### config.mk
export PLATFORM = sky130hd
export DESIGN_NAME = bridge_rr_axil_flat
export DESIGN_NICKNAME = d
export VERILOG_FILES = /design/src/rtl/bridge_rr_axil_if.sv /design/src/rtl/bridge_rr_axil.sv /design/src/flat_wrapper.sv
export SDC_FILE = /design/constraint.sdc
export NUM_CORES = 1
export LEC_CHECK = 0
export ABC_AREA = 1
export CAP_MARGIN = 10
export CORE_AREA = 2 2 183 185
export CTS_CLUSTER_SIZE = 40
export DETAILED_ROUTE_END_ITERATION = 10
export DIE_AREA = 0 0 185 187
export GPL_TIMING_DRIVEN = 0
export PLACE_DENSITY = 0.73
export SYNTH_ARGS = -nofsm -noshare
export SYNTH_HDL_FRONTEND = slang
export SYNTH_SLANG_ARGS = --single-unit
### constraint.sdc
create_clock -name clk -period 7 [get_ports clk]
set_clock_uncertainty 0.2 [all_clocks]
set_input_delay 0.7 -clock clk [delete_from_list [all_inputs] [get_ports clk]]
set_output_delay 0.7 -clock clk [all_outputs]
set_load 0.02 [all_outputs]
### src/rtl/bridge_rr_axil_if.sv
// bridge_rr_axil_if: AXI4-Lite master/slave bundle used by the round-robin DRAM bridge
interface bridge_rr_axil_if #(
  parameter int ADDR_W = 17,
  parameter int DATA_W = 64
);
  logic              AR_VALID;
  logic [ADDR_W-1:0] AR_ADDR;
  logic              AR_READY;
  logic              R_VALID;
  logic [DATA_W-1:0] R_DATA;
  logic [1:0]        R_RESP;
  logic              R_READY;
  logic              AW_VALID;
  logic [ADDR_W-1:0] AW_ADDR;
  logic              AW_READY;
  logic              W_VALID;
  logic [DATA_W-1:0] W_DATA;
  logic              W_READY;
  logic              B_VALID;
  logic [1:0]        B_RESP;
  logic              B_READY;
  modport master (
    output AR_VALID, AR_ADDR, R_READY, AW_VALID, AW_ADDR, W_VALID, W_DATA, B_READY,
    input  AR_READY, R_VALID, R_DATA, R_RESP, AW_READY, W_READY, B_VALID, B_RESP
  );
  modport slave (
    input  AR_VALID, AR_ADDR, R_READY, AW_VALID, AW_ADDR, W_VALID, W_DATA, B_READY,
    output AR_READY, R_VALID, R_DATA, R_RESP, AW_READY, W_READY, B_VALID, B_RESP
  );
endinterface

### src/rtl/bridge_rr_axil.sv
// bridge_rr_axil: NCH one-word client channels arbitrated round-robin onto one AXI4-Lite master
module bridge_rr_axil #(
  parameter int NCH    = 2,
  parameter int ADDR_W = 17,
  parameter int DATA_W = 64
) (
  input  logic                  clk,
  input  logic                  rst,
  input  logic [NCH-1:0]        C_in_valid,
  input  logic [NCH-1:0]        C_r_wb,
  input  logic [NCH*ADDR_W-1:0] C_addr,
  input  logic [NCH*DATA_W-1:0] C_data_w,
  output logic [NCH-1:0]        C_out_valid,
  output logic [NCH*DATA_W-1:0] C_data_r,
  output logic [NCH-1:0]        C_err,
  bridge_rr_axil_if.master      m
);
  localparam int PW = NCH > 1 ? $clog2(NCH) : 1;
  typedef enum logic [2:0] {IDLE, AR, R, AW, W, B, RSP} state_t;
  state_t state, state_n;
  logic [NCH-1:0] pend, rwb, ld, clr;
  logic [ADDR_W-1:0] addr [NCH];
  logic [DATA_W-1:0] wdat [NCH];
  logic [PW-1:0] rr, rr_n, g, g_n, sel;
  logic found, err;
  logic [DATA_W-1:0] rdata;
  assign ld  = C_in_valid & ~pend;
  assign clr = (state == RSP) ? NCH'(1) << g : '0;
  // a pulse on an already-pending channel is dropped so the original request survives
  always_ff @(posedge clk or posedge rst)
    if (rst) begin
      pend <= '0;
      rwb  <= '0;
    end else begin
      for (int i = 0; i < NCH; i++)
        if (ld[i]) begin
          pend[i] <= 1'b1;
          rwb[i]  <= C_r_wb[i];
        end else if (clr[i]) pend[i] <= 1'b0;
    end
  always_ff @(posedge clk)
    for (int i = 0; i < NCH; i++)
      if (ld[i]) begin
        addr[i] <= C_addr[i*ADDR_W +: ADDR_W];
        wdat[i] <= C_data_w[i*DATA_W +: DATA_W];
      end
  // scan downward so the smallest cyclic offset from rr wins
  always_comb begin
    logic [PW:0] s;
    s     = '0;
    found = 1'b0;
    sel   = '0;
    for (int k = NCH - 1; k >= 0; k--) begin
      s = {1'b0, rr} + (PW+1)'(k);
      s = (s >= (PW+1)'(NCH)) ? s - (PW+1)'(NCH) : s;
      if (pend[s[PW-1:0]]) begin
        found = 1'b1;
        sel   = s[PW-1:0];
      end
    end
  end
  always_comb begin
    state_n = state;
    g_n     = g;
    rr_n    = rr;
    unique case (state)
      IDLE: if (found) begin
        g_n     = sel;
        rr_n    = (sel == PW'(NCH - 1)) ? '0 : sel + 1'b1;
        state_n = rwb[sel] ? AR : AW;
      end
      AR:  state_n = m.AR_READY ? R : AR;
      R:   state_n = m.R_VALID ? RSP : R;
      AW:  state_n = m.AW_READY ? W : AW;
      W:   state_n = m.W_READY ? B : W;
      B:   state_n = m.B_VALID ? RSP : B;
      RSP: state_n = IDLE;
      default: state_n = IDLE;
    endcase
  end
  // AXI outputs are registered from the next state so they change only on clock edges
  always_ff @(posedge clk or posedge rst)
    if (rst) begin
      state      <= IDLE;
      g          <= '0;
      rr         <= '0;
      rdata      <= '0;
      err        <= 1'b0;
      m.AR_VALID <= 1'b0;
      m.AR_ADDR  <= '0;
      m.R_READY  <= 1'b0;
      m.AW_VALID <= 1'b0;
      m.AW_ADDR  <= '0;
      m.W_VALID  <= 1'b0;
      m.W_DATA   <= '0;
      m.B_READY  <= 1'b0;
    end else begin
      state <= state_n;
      g     <= g_n;
      rr    <= rr_n;
      if (state == R && m.R_VALID) begin
        rdata <= m.R_DATA;
        err   <= |m.R_RESP;
      end else if (state == B && m.B_VALID) begin
        rdata <= '0;
        err   <= |m.B_RESP;
      end
      m.AR_VALID <= state_n == AR;
      m.AR_ADDR  <= (state_n == AR) ? addr[g_n] : '0;
      m.R_READY  <= state_n == R;
      m.AW_VALID <= state_n == AW;
      m.AW_ADDR  <= (state_n == AW) ? addr[g_n] : '0;
      m.W_VALID  <= state_n == W;
      m.W_DATA   <= (state_n == W) ? wdat[g_n] : '0;
      m.B_READY  <= state_n == B;
    end
  assign C_out_valid = clr;
  assign C_err       = err ? clr : '0;
  always_comb begin
    C_data_r = '0;
    for (int i = 0; i < NCH; i++)
      C_data_r[i*DATA_W +: DATA_W] = clr[i] ? rdata : '0;
  end
endmodule

### src/flat_wrapper.sv
// flat-port wrapper written by rule: the top's interface ports become plain ports
module bridge_rr_axil_flat 
#(
  parameter int NCH    = 2,
  parameter int ADDR_W = 17,
  parameter int DATA_W = 64
)
  (clk, rst, C_in_valid, C_r_wb, C_addr, C_data_w, C_out_valid, C_data_r, C_err, m_AR_VALID, m_AR_ADDR, m_R_READY, m_AW_VALID, m_AW_ADDR, m_W_VALID, m_W_DATA, m_B_READY, m_AR_READY, m_R_VALID, m_R_DATA, m_R_RESP, m_AW_READY, m_W_READY, m_B_VALID, m_B_RESP);
  bridge_rr_axil_if #(.ADDR_W(ADDR_W), .DATA_W(DATA_W)) m_i ();
  input  logic clk;
  input  logic rst;
  input  logic [NCH-1:0] C_in_valid;
  input  logic [NCH-1:0] C_r_wb;
  input  logic [NCH*ADDR_W-1:0] C_addr;
  input  logic [NCH*DATA_W-1:0] C_data_w;
  output logic [NCH-1:0] C_out_valid;
  output logic [NCH*DATA_W-1:0] C_data_r;
  output logic [NCH-1:0] C_err;
  output wire logic [$bits(m_i.AR_VALID)-1:0] m_AR_VALID;
  output wire logic [$bits(m_i.AR_ADDR)-1:0] m_AR_ADDR;
  output wire logic [$bits(m_i.R_READY)-1:0] m_R_READY;
  output wire logic [$bits(m_i.AW_VALID)-1:0] m_AW_VALID;
  output wire logic [$bits(m_i.AW_ADDR)-1:0] m_AW_ADDR;
  output wire logic [$bits(m_i.W_VALID)-1:0] m_W_VALID;
  output wire logic [$bits(m_i.W_DATA)-1:0] m_W_DATA;
  output wire logic [$bits(m_i.B_READY)-1:0] m_B_READY;
  input wire logic [$bits(m_i.AR_READY)-1:0] m_AR_READY;
  input wire logic [$bits(m_i.R_VALID)-1:0] m_R_VALID;
  input wire logic [$bits(m_i.R_DATA)-1:0] m_R_DATA;
  input wire logic [$bits(m_i.R_RESP)-1:0] m_R_RESP;
  input wire logic [$bits(m_i.AW_READY)-1:0] m_AW_READY;
  input wire logic [$bits(m_i.W_READY)-1:0] m_W_READY;
  input wire logic [$bits(m_i.B_VALID)-1:0] m_B_VALID;
  input wire logic [$bits(m_i.B_RESP)-1:0] m_B_RESP;
  assign m_AR_VALID = m_i.AR_VALID;
  assign m_AR_ADDR = m_i.AR_ADDR;
  assign m_R_READY = m_i.R_READY;
  assign m_AW_VALID = m_i.AW_VALID;
  assign m_AW_ADDR = m_i.AW_ADDR;
  assign m_W_VALID = m_i.W_VALID;
  assign m_W_DATA = m_i.W_DATA;
  assign m_B_READY = m_i.B_READY;
  assign m_i.AR_READY = m_AR_READY;
  assign m_i.R_VALID = m_R_VALID;
  assign m_i.R_DATA = m_R_DATA;
  assign m_i.R_RESP = m_R_RESP;
  assign m_i.AW_READY = m_AW_READY;
  assign m_i.W_READY = m_W_READY;
  assign m_i.B_VALID = m_B_VALID;
  assign m_i.B_RESP = m_B_RESP;
  bridge_rr_axil #(.NCH(NCH), .ADDR_W(ADDR_W), .DATA_W(DATA_W)) u_core (.clk(clk), .rst(rst), .C_in_valid(C_in_valid), .C_r_wb(C_r_wb), .C_addr(C_addr), .C_data_w(C_data_w), .C_out_valid(C_out_valid), .C_data_r(C_data_r), .C_err(C_err), .m(m_i));
endmodule
* After elaboration in Yosys (flattened, before gate mapping)
Memory sizes are Yosys's and may differ from the RTL's.
Index checks and enable logic that the tools add are counted.
** Cells by class
- $add $sub $neg :: 4
- Order comparisons :: 5
- Equality and inequality tests :: 11
- Shifts and indexed selects :: 1
- Muxes and demuxes :: 42
- Bitwise operators :: 2
- Reductions and logical operators :: 9
** Operators with widths (count)
- 64-bit 2-to-1 mux :: 5
- 17-bit 2-to-1 mux :: 2
- 1-bit 2-to-1 mux :: 26
- 3-bit case mux with 6 select lines :: 1
- 3-bit == test (second input constant) :: 5
- 3-bit by 2-bit == test with 1-bit output (second input constant) :: 4
- 2-bit 2-to-1 mux :: 5
- 3-bit 2-to-1 mux :: 3
- 3-bit by 1-bit == test with 1-bit output (second input constant) :: 2
- 1-bit by 2-bit < comparator with 1-bit output (second input constant) :: 3
- 2-bit nonzero test :: 3
- 2-bit OR reduction :: 2
- 3-bit zero test :: 1
- 1-bit by 1-bit adder with 2-bit output (second input constant) :: 1
- 2-bit AND :: 1
- 1-bit by 2-bit >= comparator with 1-bit output (second input constant) :: 1
- 2-bit >= comparator (second input constant) :: 1
- 1-bit logical AND :: 2
- 2-bit NOT :: 1
- 2-bit AND reduction :: 1
- 1-bit by 1-bit left shift with 2-bit output (first input constant) :: 1
- 1-bit subtractor (second input constant) :: 2
- 1-bit adder (second input constant) :: 1
** Word-level totals
- Flip-flop bits (word level) :: 177
- Memory bits (writable) :: 162
- Memories kept :: 2
** Memories
- u_core.wdat :: words 2, width 64, read ports 1, clocked after memory_dff 0, write ports 2, RTL line bridge_rr_axil.sv:23 : logic [DATA_W-1:0] wdat [NCH];
- u_core.addr :: words 2, width 17, read ports 1, clocked after memory_dff 0, write ports 2, RTL line bridge_rr_axil.sv:22 : logic [ADDR_W-1:0] addr [NCH];

* Logic depth before layout (Yosys ltp)
- Depth after elaboration :: 14
- Gate-level depth with buffers :: 11
- Mapped depth without buffers :: 9

* Worst setup path before layout
No wires, ideal clock.
- Kind :: in2reg
- From :: in C_in_valid[0]
- To :: mem u_core.addr[0][0] (enable)
- Setup time :: 0.436 ns
- Arrival :: 2.365 ns
- Path slack :: 4.000 ns
- Cell stages on the path :: 2
- Buffers on the path :: 0
- Cells stage by stage :: nand2_1 > inv_1
** RTL lines
- start, declared :: RTL line flat_wrapper.sv:12 : input logic [NCH-1:0] C_in_valid;
- end, declared :: RTL line bridge_rr_axil.sv:22

* Final worst setup path
- From :: reg u_core.state[1]
- To :: out C_data_r[29]
** On the way
- Longest elaborated chain between the ends :: 3
** RTL lines
- start, declared :: RTL line bridge_rr_axil.sv:20 : state_t state, state_n;
- start signal, assigned :: RTL line bridge_rr_axil.sv:98 : state <= state_n;
- 3-bit == test :: RTL line bridge_rr_axil.sv:28 : assign clr = (state == RSP) ? NCH'(1) << g : '0;
- 2-bit 2-to-1 mux :: RTL line bridge_rr_axil.sv:28
- 64-bit 2-to-1 mux :: RTL line bridge_rr_axil.sv:122 : C_data_r[i*DATA_W +: DATA_W] = clr[i] ? rdata : '0;
- end, declared :: RTL line flat_wrapper.sv:17 : output logic [NCH*DATA_W-1:0] C_data_r;
Every way passes these cells.

==> out/metrics.cfg <==
[run_status]
status = complete, no violations

[synth]
syn_inst = 1213
yosysWarnings = 0
synthAdderAreaFrac_pct = 0
synth-seq-cells = 339
synth-xor-area-share_pct = 0
synthesis.area_mm2 = 0.0129
seq_area_frac_synth_pct = 72.0
synth_top_family_by_area = simple AND/OR/NAND/NOR gates
synth_compound_area_share_pct = 3.47
synth.area.mux_share_pct = 0
yosys.area_share.simple_pct = 17.2
syn_area_per_cell_um2 = 10.6
synth_cell_types = 23
synthesis.nets = 1454

[cts]
cts-root-buf = clkbuf_16
path_clk_slew_ps = 60
cts_tree = yes
clock-sinks = 339
cts_buffers = 37
ctsHoldBuffers = 0
cts_max_path_buffers = 3
clock_latency_ps = 520
post-cts-setup-buffers = 0
htreeDepth = 2
cts_resized = 0

[place]
gp_congestion = 0.854
io_buffer_count = 475
hpwlAfterDp_um = 28100

[global_routing]
grt-ovfl-total = 0
grt_pass1_vias = 10200
track_usage_pct = 21.9
grt_max_degree = 111
grt_pass1_wl_um = 57400
antenna_found_initial = 6

[setup_path]
critPathMostFrequentCell = nor2_1
crit_fanout = 10
critical_path_arrival_ps = 3120
regToRegSetupSlack_ps = 4650
cp-end-kind = output pin
cpPeakStageDelay_ps = 650
r2r-start = u_core.state[2]
r2r-end = u_core.m.AR_ADDR[5]
cp_num_buf_inv = 5
cp_slowest_cell = clkdlybuf4s50_1
crit_chain = inv_2 > nor2_4 > nand2_1 > nor2_1 > inv_1 > clkbuf_1 > buf_2 > nor2_1 > clkdlybuf4s50_1
reg2reg_depth = 8
required_ps = 6100
path_class = reg -> out
cp-start-kind = flop
crit_family = buffers and inverters

[detailed_routing]
ant_nets = 0
vias = 10100
m1WireLength_um = 13800
routed.top_layer = met5
drtPass1Iterations = 4
drt-initial-drc-count = 517
routed_wirelength_um = 38100
met2_length_um = 19800
met3_length_um = 3040
post_drt_wl_per_cell_um = 17.3
vias_per_cell = 4.57
post-route-drc-count = 0

[pwr]
power.total_mw = 7.64
pwr-share-seq_pct = 36.3
leakage_nw = 8.47
pwr-share-comb_pct = 37.1
p_sw_mw = 2.74
p_per_area_mw_per_mm2 = 389
intPower_mw = 4.90
netSwitchingFraction_pct = 35.8
clkPwrFrac_pct = 26.6
ir_worst_vdd_uv = 229

[timing]
hold_viol_final = 0
setup_viol = 0
maxSlewHeadroom_pct = 51.0
worstMarginPinSlew_ps = 734
fmax_mhz = 249
min_period_over_period_pct = 57.4
rsz0062_at_grt = false
hold_ws_ps = 289
period_needed_ps = 4020
drv_slew = 0

[die]
initial_core_util_pct = 39.3
die_w_um = 185
die_h_um = 187
die_area_mm2 = 0.0346
rows = 67
core-area_mm2 = 0.0329
io_pins = 476

[final_layout]
final_layout_size_suffix_gt1_share_pct = 6.03
layout_commonest_cell = clkdlybuf4s50_1
fin_util_pct = 59.7
layout-area-overhead-vs-synth_pct = 51.9
nNetsFinal = 1971
final_cell_mix = clkdlybuf4s50_1 (475), nor2_1 (236), nand2_1 (233)

[job]
max-cap-violations = 0

[hold_path]
hold_start = u_core.rr
whs_endpoint = u_core.rr
min_path_type = reg -> reg
worstHoldPathCells = 1

[kinds of logic (layout without fill, tap and decap cells)]
kind of cell	Yosys count	in the layout
AO/OA/AOI/OAI	88	88
flip-flops	339	339
AND/OR/NAND/NOR	555	555
other	0	2
buffers and inverters	231	776
[per-stage QoR]
step                std cells  instance area, um2  setup slack, ps  setup TNS, ps
floorplan                1213               12900             1300              0
CTS                      2206               19600             2940              0
finish                   2208               19600             2980              0
detailed placement       2139               18300             3510              0
global route             2208               19600             2720              0
global placement         2136               18200            -1300        -224300
[cell type report]
type / instances / area, um2
sequential: 339 / 9290
inverter: 168 / 643
buffer: 63 / 312
tap: 448 / 561
timing repair buffer: 478 / 4840
clock buffer: 57 / 1140
multi-input combinational: 643 / 2670
antenna: 2 / 5.00
clock inverter: 10 / 149
fill: 2731 / 13300
[state kept, by name, summed over array words and instances, names as in the netlist, 2 cells and up]
name,cells
u_core.m.AR_ADDR,17
u_core.addr,34
u_core.state,3
u_core.m.W_DATA,64
u_core.rwb,2
u_core.m.AW_ADDR,17
u_core.pend,2
u_core.rdata,64
u_core.wdat,128
[power by group through the flow]
stage | sequential (mW) | clock (mW) | combinational, mW
2_1_floorplan | 2.99 | 0 | 1.47
3_3_place_gp | 2.82 | 0 | 2.76
3_5_place_dp | 2.80 | 0 | 2.85
4_1_cts | 2.77 | 2.07 | 2.87
5_1_grt | 2.81 | 2.15 | 3.15
6_report | 2.77 | 2.03 | 2.83
[per-layer routing]
layer | vias to the layer above | GRT usage (%)
met2 | 400 | 39.6
met3 | 92 | 5.63
li1 | 4832 | -
met4 | 8 | 8.09
met5 | - | 0
met1 | 4768 | 24.6
[how the worst max path moves through the flow]
stage	to	slack (ps)	start	cells after the start
global route	C_data_r[29]	2720	u_core.state[1]	9
CTS	C_data_r[29]	2940	u_core.state[1]	9
detailed placement	C_data_r[29]	3510	u_core.state[1]	9
floorplan	u_core.err	1300	rst	1
finish	C_data_r[29]	2980	u_core.state[1]	9
global placement	u_core.m.AW_ADDR[13]	-1300	rst	2
[cells in the mapped netlist (all sizes together)]
cell	count	area share (%)
nor2	238	7.0
nand2	236	6.9
dfrtp	177	34
inv	168	4.9
edfxtp	162	38
o21ai	86	3.4
nand3	73	2.9
buf	41	1.8
clkbuf	22	0.64
nand4	6	0.29
a31oi	1	0.048
and2	1	0.048
nor3	1	0.039
o21a	1	0.058
(Power assumes the default switching activity.)
